### config.mk
export PLATFORM = sky130hd
export DESIGN_NAME = fetch_unit
export DESIGN_NICKNAME = d
export VERILOG_FILES = /design/src/rtl/fetch_unit.sv
export SDC_FILE = /design/constraint.sdc
export NUM_CORES = 1
export LEC_CHECK = 0
export ABC_AREA = 1
export BUFFER_PORTS_ARGS = -buffer_cell sky130_fd_sc_hd__buf_2
export CORE_MARGIN = 2
export CORE_UTILIZATION = 57
export DETAILED_ROUTE_END_ITERATION = 7
export PLACE_DENSITY_LB_ADDON = 0.25
export RECOVER_POWER = 50
export SYNTH_ARGS = -nofsm -noshare
export SYNTH_HDL_FRONTEND = slang
export SYNTH_SLANG_ARGS = --single-unit
export TNS_END_PERCENT = 20
### constraint.sdc
create_clock -name clk -period 8.5 [get_ports clk]
set_clock_uncertainty 0.1 [all_clocks]
set_input_delay 1.7 -clock clk [delete_from_list [all_inputs] [get_ports clk]]
set_output_delay 1.7 -clock clk [all_outputs]
set_load 0.005 [all_outputs]
### src/rtl/fetch_unit.sv
// rtl/fetch_unit.sv - RV64 instruction fetch stage: owns the PC, issues one
// outstanding imem request at a time and holds the fetched word for decode.
module fetch_unit #(
  parameter logic [63:0] RESET_PC = 64'h0
) (
  input  logic        clk,
  input  logic        reset,
  input  logic        redirect_valid,
  input  logic [63:0] redirect_pc,
  output logic        imem_req_valid,
  output logic [63:0] imem_req_addr,
  input  logic        imem_req_ready,
  input  logic        imem_resp_valid,
  input  logic [31:0] imem_resp_data,
  output logic        if_valid,
  output logic [63:0] if_pc,
  output logic [31:0] if_instr,
  input  logic        id_ready
);

  typedef enum logic [2:0] {
    S_IDLE,
    S_REQ,
    S_WAIT,
    S_HOLD,
    S_DROP
  } state_t;

  state_t      state_q, state_d;
  logic [63:0] pc_q, pc_d;
  logic        if_valid_q, if_valid_d;
  logic [63:0] if_pc_q, if_pc_d;
  logic [31:0] if_instr_q, if_instr_d;
  logic [63:0] target;

  // Low two bits of the redirect target are forced to zero (word alignment).
  assign target = redirect_pc & ~64'h3;

  always_comb begin
    state_d    = state_q;
    pc_d       = pc_q;
    if_valid_d = if_valid_q;
    if_pc_d    = if_pc_q;
    if_instr_d = if_instr_q;
    unique case (state_q)
      S_IDLE: begin
        if (redirect_valid) pc_d = target;
        state_d = S_REQ;
      end
      S_REQ: begin
        if (redirect_valid) pc_d = target;
        // An accepted request that coincides with a redirect is already stale.
        if (imem_req_ready) state_d = redirect_valid ? S_DROP : S_WAIT;
      end
      S_WAIT: begin
        if (redirect_valid) begin
          pc_d    = target;
          state_d = imem_resp_valid ? S_REQ : S_DROP;
        end else if (imem_resp_valid) begin
          if_instr_d = imem_resp_data;
          if_pc_d    = pc_q;
          if_valid_d = 1'b1;
          pc_d       = pc_q + 64'd4;
          state_d    = S_HOLD;
        end
      end
      S_HOLD: begin
        // Redirect flushes the held instruction even when decode is ready.
        if (redirect_valid) begin
          if_valid_d = 1'b0;
          pc_d       = target;
          state_d    = S_REQ;
        end else if (id_ready) begin
          if_valid_d = 1'b0;
          state_d    = S_REQ;
        end
      end
      S_DROP: begin
        if (redirect_valid) pc_d = target;
        if (imem_resp_valid) state_d = S_REQ;
      end
      default: state_d = S_IDLE;
    endcase
  end

  always_ff @(posedge clk or posedge reset) begin
    if (reset) begin
      state_q    <= S_IDLE;
      pc_q       <= RESET_PC;
      if_valid_q <= 1'b0;
      if_pc_q    <= 64'h0;
      if_instr_q <= 32'h0;
    end else begin
      state_q    <= state_d;
      pc_q       <= pc_d;
      if_valid_q <= if_valid_d;
      if_pc_q    <= if_pc_d;
      if_instr_q <= if_instr_d;
    end
  end

  assign imem_req_valid = (state_q == S_REQ);
  assign imem_req_addr  = pc_q;
  assign if_valid       = if_valid_q;
  assign if_pc          = if_pc_q;
  assign if_instr       = if_instr_q;

endmodule

==> metrics, run 1 <==
run status=finished with violations; failing checks=capacitance limit, slew limit; Hold Path Depth=2; Worst setup startpoint=reset; R2R setup slack=4780 ps; Synth Area in XOR/XNOR=0.778%; largest net degree at the start of global routing=108; sequential area share after synthesis=44.4%; multi-input combinational cell area=0.00420 mm2; Met3 Routed Length=2.27 mm; reg2reg start=state_q[2]; nets@finish=1,560; metal1 wirelength=12.1 mm; Max VDD drop=0.000200 V; syn avg cell area=7.38 um2; CP delay by family, top=buffers and inverters; Detailed Place HPWL=21.2 mm; ANT nets after route=0; CP Capture Type=async pin; clk root buf=clkbuf_16; top_reg_cell synth=dfrtp_1; first-pass GRT wire length=43.9 mm; Syn Std Cell Area=0.00901 mm2; Worst R2R Path Depth=6; CTS tree=built; Port Buf Inserts=257; CP startpoint kind=input port; DRC violations left=0; WHS=366 ps; slowest stage cell, crit path=clkinvlp_2; core area=0.0153 mm2; Max Cap Violations=2; routed vias/inst=5.44; met2 WL=13.5 mm; Die Wd=130 um; Post-Synth Simple-Gate Area=29.9%; Slew @ Worst Pin=4530 ps; placed instance area=0.0103 mm2; ANT cells=0; most common cell after layout, fill and taps aside=nand2_1; Via Count=9,138; Post-CTS Setup Bufs=0; Unique masters post-synth=37; Final Hold Viols=0; CTS hold repair buffers=0; most frequent cells in the layout=382 x nand2_1, 202 x buf_2, 160 x dfrtp_1, 139 x inv_1, 127 x o21ai_0; Crit path arrival time=5330 ps; CTS H-Tree Depth=4; period utilization=58.2%; Slew HR=-204%; total CTS buffers=17; initial DRC count=814; Critical Path RT=8880 ps; Critical Path, Cell by Cell=clkbuf_1, clkinvlp_2, buf_4; die height=130 um; design area=0.0108 mm2; post-synthesis register bit count=160; Async S/R FF share, synth=100%; share of cells above drive strength 1=21.5%; drt total wl=28.7 mm; Register Area=0.00400 mm2; initial antenna violation count=0; cells after synthesis=1,221; FF-to-FF End=if_pc[28]; DR pass1 iterations=5; Synth Area in Compound Gates=10.9%; CP Max Fanout=104; multiplexer share of the synthesized area=4.75%; drt wl/cell=17.0 um; Crit path depth=3; Pleak=5.60 nW; DR top layer=met4; Fillers=1,371; CP Class=input port to async pin; Worst path max stage delay=2480 ps; RSZ-0062 raised after global routing=no; Place WS=4470 ps; number of placement rows=45; GP Congestion=0.972; critical path buffer and inverter count=3; Final Setup Violations=0; Synth Area in Adders=0.139%; # clock sinks=160; Hold WC Path Type=register to register; Tot GR Track Use=34.2%; area grow syn2layout=20.0%; Starting Density=58.8%; Tmin final=4950 ps; setup_tns=0 ps; largest family of logic cells by synthesized area=simple AND/OR/NAND/NOR gates; Boundary Pins=264; # resized after CTS=0; Clock Latency Late Sink=440 ps; vias in the first global route=8,480; pwr/cell area=358 mW/mm2; CP endpoint=if_pc[26]; clock tree buffer depth=2; Post-synth EDFFs=0; gr ovfl total=0; Final WS setup=3550 ps; Clock transition at path regs=60 ps; Final Max Slew Viols=179; fmax=202 MHz; Ys Warns=0; die area=0.0168 mm2
==> power by group <==
group | switching [mW] | total (mW) | internal (mW)
combinational | 0.981 | 1.60 | 0.622
clock | 0.351 | 0.735 | 0.384
sequential | 0.390 | 1.53 | 1.14
total | 1.72 | 3.87 | 2.15
==> synthesized netlist by cell type, types with 8 or more instances <==
library cell / n / area share, %
a21oi_1: 19 / 1.1
buf_2: 21 / 1.2
clkbuf_1: 12 / 0.50
dfrtp_1: 160 / 44
inv_1: 140 / 5.8
mux2_2: 38 / 4.7
nand2_1: 381 / 16
nand2_2: 10 / 0.69
nand3_1: 71 / 3.9
nand4_1: 16 / 1.1
nor2_1: 117 / 4.9
nor2_2: 15 / 1.0
nor3_1: 10 / 0.56
o21ai_0: 123 / 6.8
o21ai_1: 18 / 1.0
o22ai_1: 9 / 0.62
xor2_1: 8 / 0.78
==> layer usage <==
| layer | track usage [%] | up-vias |
|---|---|---|
| li1 | - | 4380 |
| met1 | 46.5 | 4271 |
| met2 | 55.4 | 426 |
| met3 | 5.95 | 61 |
| met4 | 12.7 | 0 |
| met5 | 0 | - |
==> worst min-delay path by stage <==
stage	from	to	slack, ps
3_3_place_gp	if_valid	if_valid	360
5_1_grt	if_valid	if_valid	400
2_1_floorplan	if_valid	if_valid	370
3_5_place_dp	if_valid	if_valid	350
4_1_cts	if_valid	if_valid	370
6_report	if_valid	if_valid	370
==> state kept, by name, indices dropped and copies added (netlist names) <==
signal,count
state_q,3
if_pc,62
if_instr,32
if_valid,1
imem_req_addr,62
==> per-stage QoR <==
step / cells / util (%) / total power, mW
floorplan: 1224 / - / 2.43
global placement: 1649 / 67.5 / 3.09
detailed placement: 1649 / 67.5 / 3.15
CTS: 1681 / 71.1 / 3.89
global route: 1681 / 70.6 / 4.16
finish: 1681 / 70.6 / 3.87
==> logic make-up after synthesis <==
family / Yosys count
and+or+nand+nor: 636
buffers and inverters: 192
AOI/OAI and AO/OA: 185
DFF: 160
muxes: 38
xor gates and xnor gates: 8
adders and majority gates: 1
other: 1
==> layout make-up <==
class	count	area share, %
Inverter	146	5.10
Multi-Input combinational cell	872	38.8
Sequential cell	160	37.0
Timing Repair Buffer	260	11.5
Clock inverter	13	1.12
Tap cell	211	2.44
Clock buffer	19	4.00
==> worst reg2reg max path, delay by kind of cell, from the launching register on <==
kind | cells | cell delay (ps)
DFF | 1 | 390
buffers and inverters | 2 | 900
and+or+nand+nor | 3 | 1730
muxes | 1 | 480
No activity file was read; power rests on OpenSTA's default activity.
==> run 2, diff against run 1 <==
ABC_AREA = 0   (was 1)
CORE_UTILIZATION = 46   (was 57)
clock period = 4.4 ns   (was 8.5 ns; I/O delays follow)
==> metrics, run 2 <==
initial DRC count=476 (-42%); # resized after CTS=0 (unchanged); Via Count=7,357 (-19%); Hold Path Depth=2 (unchanged); failing checks=capacitance limit, slew limit; Tmin final=3220 ps; FF-to-FF End=imem_req_addr[61]; final core utilization=58.4% (-12 points); Critical Path, Cell by Cell=clkbuf_1, nor2_1, nand3_1, buf_12, nor4b_1, nor3_1; # clock sinks=160 (unchanged); fmax=311 MHz; initial antenna violation count=1 (+1); R2R setup slack=1290 ps (-3490 ps); syn avg cell area=10.3 um2 (+40%); Starting Density=47.2% (-12 points); CTS tree=built; number of placement rows=48 (+6.7%); top cells by instance count after synthesis=160 x dfrtp_1, 89 x mux2_2, 66 x nand2_1, 49 x nor2_1, 48 x a21oi_1; post-synthesis register bit count=160 (unchanged); Final Setup Violations=0 (unchanged); CTS H-Tree Depth=4 (unchanged); critical path buffer and inverter count=2 (-1); gr ovfl total=0 (unchanged); reg2reg start=state_q[1]; Boundary Pins=264 (unchanged); largest net degree at the start of global routing=82 (-24%); clk root buf=clkbuf_16; CP startpoint kind=input port; drt wl/cell=18.8 um (+11%); Worst setup startpoint=redirect_valid; sequential area share after synthesis=49.1% (+4.6 points); design area=0.0101 mm2 (-6.6%); Slew @ Worst Pin=1650 ps (-2880 ps); slowest stage cell, crit path=nand3_1; min-delay src=if_pc[7]; Pleak=4.60 nW (-18%); DRC violations left=0 (unchanged); synth top area cells=dfrtp_1 49%, mux2_2 12%, nand2_1 3.0%, a21oi_1 2.9%, nand4_1 2.7%; Syn Std Cell Area=0.00816 mm2 (-9.4%); Worst R2R Path Depth=5 (-1); top cell type by total area after synthesis=dfrtp_1; Synth top area share=49.1% (+4.6 points); ANT nets after route=0 (unchanged); CP Class=input port to register; period utilization=73.1%; Worst path max stage delay=990 ps (-1490 ps); Tot GR Track Use=25.5% (-8.7 points); RSZ-0062 raised after global routing=no; WHS=381 ps (+15.1 ps); Final WS setup=1180 ps (-2370 ps); placed instance area=0.00963 mm2 (-6.9%); most common cell in the netlist=dfrtp_1; Hold EP=if_pc[7]; Place WS=1190 ps (-3290 ps); most common cell after layout, fill and taps aside=buf_2; die area=0.0188 mm2 (+12%); Die Wd=137 um (+5.8%); Crit path arrival time=3430 ps (-1900 ps); most frequent cells in the layout=192 x buf_2, 160 x dfrtp_1, 89 x mux2_2, 66 x nand2_1, 64 x clkbuf_1; Fillers=1,552 (+13%); Max VDD drop=0.000330 V (+65%); vias in the first global route=7,000 (-17%); nets@finish=1,123 (-28%); run status=finished with violations; Final Max Slew Viols=37 (-79%); total CTS buffers=17 (unchanged); Clock Latency Late Sink=430 ps (about the same); die height=137 um (+5.8%); Ys Warns=0 (unchanged); cells after synthesis=791 (-35%); pwr/cell area=681 mW/mm2 (+90%); CTS hold repair buffers=0 (unchanged); CP Capture Type=register; Slew HR=-10.9% (+190 points); CP delay by family, top=simple AND/OR/NAND/NOR gates; share of cells above drive strength 1=33.7% (+12 points); Async S/R FF share, synth=100% (unchanged); Hold WC Path Type=register to register; top_reg_cell synth=dfrtp_1; area grow syn2layout=23.8%; Post-CTS Setup Bufs=0 (unchanged); DR pass1 iterations=5 (unchanged); setup_tns=0 ps (unchanged); Detailed Place HPWL=16.5 mm (-22%); Max Cap Violations=1 (-1); first-pass GRT wire length=37.3 mm (-15%); CP Max Fanout=81 (-22%); Critical Path RT=4610 ps (-4270 ps); Unique masters post-synth=65 (+76%); core area=0.0173 mm2 (+13%); GP Congestion=0.810 (-17%); Final Hold Viols=0 (unchanged); drt total wl=23.7 mm (-17%); clock tree buffer depth=2 (unchanged); Clock transition at path regs=60 ps (about the same); Post-synth EDFFs=0 (unchanged); Port Buf Inserts=257 (unchanged); routed vias/inst=5.84 (+7.5%)
-- run 2: cell count changes after synthesis, sizes merged, moves of 16 or more --
cell   change
inv      -138
nand2    -327
nor4      +16
nor2      -91
a21oi     +29
or3       +17
mux2      +51
o21ai    -107
nand4     +26
and3      +20
nand3     -31
-- run 2: power breakdown --
| group | internal [mW] | leakage [nW] | switching (mW) | total, mW |
|---|---|---|---|---|
| clock network | 0.801 | 0.278 | 0.644 | 1.45 |
| logic | 1.20 | 2.36 | 1.25 | 2.45 |
| registers | 2.17 | 1.97 | 0.815 | 2.99 |
| total | 4.17 | 4.60 | 2.71 | 6.88 |
-- run 2: stage by stage --
| step | std cells | power (mW) |
|---|---|---|
| floorplan | 794 | 4.27 |
| global placement | 1226 | 5.46 |
| detailed placement | 1226 | 5.54 |
| CTS | 1258 | 7.00 |
| global route | 1258 | 7.39 |
| finish | 1259 | 6.88 |
-- run 2: worst min-delay path, stage by stage, from the launching register on --
cell	delay, ps
dfrtp_1	340
nand2_1	50
o21ai_0	60
-- run 2: per-layer routing --
layer	part of all wire, %	GRT usage [%]	vias up
li1	-	-	3445
met1	44	34.9	3577
met2	47	39.9	307
met3	8.1	6.92	28
met4	1.2	7.33	0
met5	0	0	-
-- run 2: how the worst max path moves through the flow --
stage | endpoint | depth (start not counted)
floorplan | if_instr[0] | 1
global placement | imem_req_addr[14] | 6
detailed placement | imem_req_addr[14] | 6
CTS | imem_req_addr[54] | 5
global route | imem_req_addr[61] | 6
finish | imem_req_addr[61] | 6
-- run 2: final cells by class --
| class | count | area, um2 | area share [%] |
|---|---|---|---|
| Inverter | 8 | 31.3 | 0.310 |
| Multi-Input combinational cell | 565 | 3880 | 38.4 |
| Timing Repair Buffer | 268 | 1340 | 13.2 |
| Clock buffer | 18 | 439 | 4.35 |
| Tap cell | 225 | 282 | 2.79 |
| Clock inverter | 14 | 130 | 1.29 |
| Antenna cell | 1 | 2.50 | 0.0248 |
| Sequential cell | 160 | 4000 | 39.6 |
-- run 2: cell families after synthesis --
group	share of synthesized area (%)
muxes	12.6
and+or+nand+nor	20.4
other	0.0460
buffers and inverters	3.80
DFF	49.1
AOI/OAI and AO/OA	13.9
adders and majority gates	0.153
==> run 3, diff against run 2 <==
CORE_UTILIZATION = 51   (was 46)
clock period = 3.2 ns   (was 4.4 ns; I/O delays follow)
==> metrics, run 3 (same netlist as run 2, synthesis figures left out) <==
share of cells above drive strength 1=36.4% (+2.8 points); Max Cap Violations=1 (unchanged); critical path buffer and inverter count=0 (-2); multi-input combinational cell area=0.00389 mm2 (+0.32%); pwr/cell area=943 mW/mm2 (+38%); most common cell after layout, fill and taps aside=buf_2; DRC violations left=0 (unchanged); vias in the first global route=6,957 (-0.61%); most frequent cells in the layout=208 x buf_2, 160 x dfrtp_1, 89 x mux2_2, 66 x nand2_1, 49 x clkbuf_1; DR pass1 iterations=5 (unchanged); CP delay by family, top=simple AND/OR/NAND/NOR gates; Detailed Place HPWL=16.2 mm (-1.7%); design area=0.0103 mm2 (+2.1%); Crit path arrival time=3010 ps (-420 ps); Clock Latency Late Sink=430 ps (about the same); Tot GR Track Use=26.7% (+1.2 points); Via Count=7,378 (+0.29%); # clock sinks=160 (unchanged); gr ovfl total=0 (unchanged); CP Max Fanout=8 (-90%); Boundary Pins=264 (unchanged); largest net degree at the start of global routing=161 (+96%); first-pass GRT wire length=35.7 mm (-4.5%); Slew @ Worst Pin=2180 ps (+528 ps); CTS hold repair buffers=0 (unchanged); Final Setup Violations=0 (unchanged); Final Max Slew Viols=161 (+340%); period utilization=87.4%; initial DRC count=607 (+28%); Clock transition at path regs=60 ps (about the same); Worst path max stage delay=570 ps (-420 ps); nets@finish=1,141 (+1.6%); Tmin final=2800 ps; clock tree buffer depth=2 (unchanged); Fillers=1,341 (-14%); Placed Cells=1,235 (+0.73%); die area=0.0170 mm2 (-9.5%); drt wl/cell=18.2 um (-3.6%); core area=0.0158 mm2 (-8.8%); total CTS buffers=17 (unchanged); Final Hold Viols=0 (unchanged); routed vias/inst=5.82 (-0.43%); failing checks=capacitance limit, slew limit; Pleak=4.77 nW (+3.7%); GP Congestion=0.809 (-0.19%); clk root buf=clkbuf_16; Max VDD drop=0.000403 V (+22%); CP Capture Type=register; slowest stage cell, crit path=nor4_1; RSZ-0062 raised after global routing=no; fmax=358 MHz; Post-Layout Cell Count=1,268 (+0.71%); CP Class=register to register; placed instance area=0.00977 mm2 (+1.4%); Starting Density=51.7% (+4.6 points); die height=130 um (-4.9%); CTS tree=built; number of placement rows=46 (-4.2%); Register Area=0.00400 mm2 (unchanged); setup_tns=0 ps (unchanged); initial antenna violation count=1 (unchanged); drt total wl=23.0 mm (-2.9%); ANT nets after route=0 (unchanged); CP startpoint kind=register; Hold WC Path Type=input port to register; Die Wd=130 um (-4.9%); run status=finished with violations; Port Buf Inserts=257 (unchanged); # resized after CTS=0 (unchanged); Post-CTS Setup Bufs=0 (unchanged); Slew HR=-45.5% (-35 points); Critical Path, Cell by Cell=ha_1, nand4_1, or4_1, nor4_1, a41oi_1, a21boi_1; post-layout total power=9.73 mW (+41%); Critical Path RT=3410 ps (-1200 ps); area grow syn2layout=26.4%; CTS H-Tree Depth=4 (unchanged)
==> run 3: changes by cell type in the layout (fill, tap and decap cells not counted), sizes merged <==
cell / previous run / this run
clkbuf: 83 / 68
clkinvlp: 3 / 4
inv: 12 / 11
buf: 203 / 236
bufinv: 1 / 3
clkinv: 6 / 4
==> run 3: power breakdown <==
part | leakage [nW] | switching (mW) | total, mW | internal, mW
logic | 2.51 | 1.80 | 3.55 | 1.75
registers | 1.97 | 1.06 | 4.05 | 2.99
clock network | 0.295 | 0.868 | 2.13 | 1.26
total | 4.77 | 3.73 | 9.73 | 6.00
==> run 3: metrics by stage <==
step | utilization, % | worst slack, ps | hold slack [ps]
3_3_place_gp | 61.9 | 356 | 359
2_1_floorplan | - | 431 | 373
3_5_place_dp | 61.9 | 310 | 367
4_1_cts | 65.9 | 465 | 326
5_1_grt | 65.4 | 207 | 329
6_report | 65.4 | 404 | 330
==> run 3: tightest hold or removal path, stage by stage <==
cell	delay, ps
buf_2	90
nand2_1	40
nand4_1	50
==> run 3: worst paths after layout <==
| kind | from | end | slack, ps | depth (start not counted) |
|---|---|---|---|---|
| setup / recovery | imem_req_addr[2] | imem_req_addr[62] | 400 | 6 |
| hold / removal | redirect_pc[52] | imem_req_addr[52] | 330 | 3 |
| setup reg to reg | imem_req_addr[2] | imem_req_addr[62] | 400 | 6 |
| hold reg to reg | if_pc[27] | if_pc[27] | 380 | 2 |
| max in group asynchronous | reset | imem_req_addr[30] | 700 | 3 |
| min in group asynchronous | reset | if_pc[54] | 930 | 3 |
==> run 3: metal layers <==
layer	track usage [%]	part of all wire (%)	up-vias
met4	8.82	1.7	0
met5	0	0	-
met1	35.7	43	3543
li1	-	-	3484
met3	5.70	7.2	32
met2	43.7	48	319
==> run 3: cell type report <==
| type | instances | share of cell area (%) |
|---|---|---|
| Sequential cell | 160 | 38.8 |
| Multi-Input combinational cell | 565 | 37.7 |
| Timing Repair Buffer | 286 | 14.5 |
| Clock buffer | 18 | 4.26 |
| Tap cell | 216 | 2.62 |
| Clock inverter | 14 | 1.76 |
| Inverter | 8 | 0.328 |
| Antenna cell | 1 | 0.0243 |
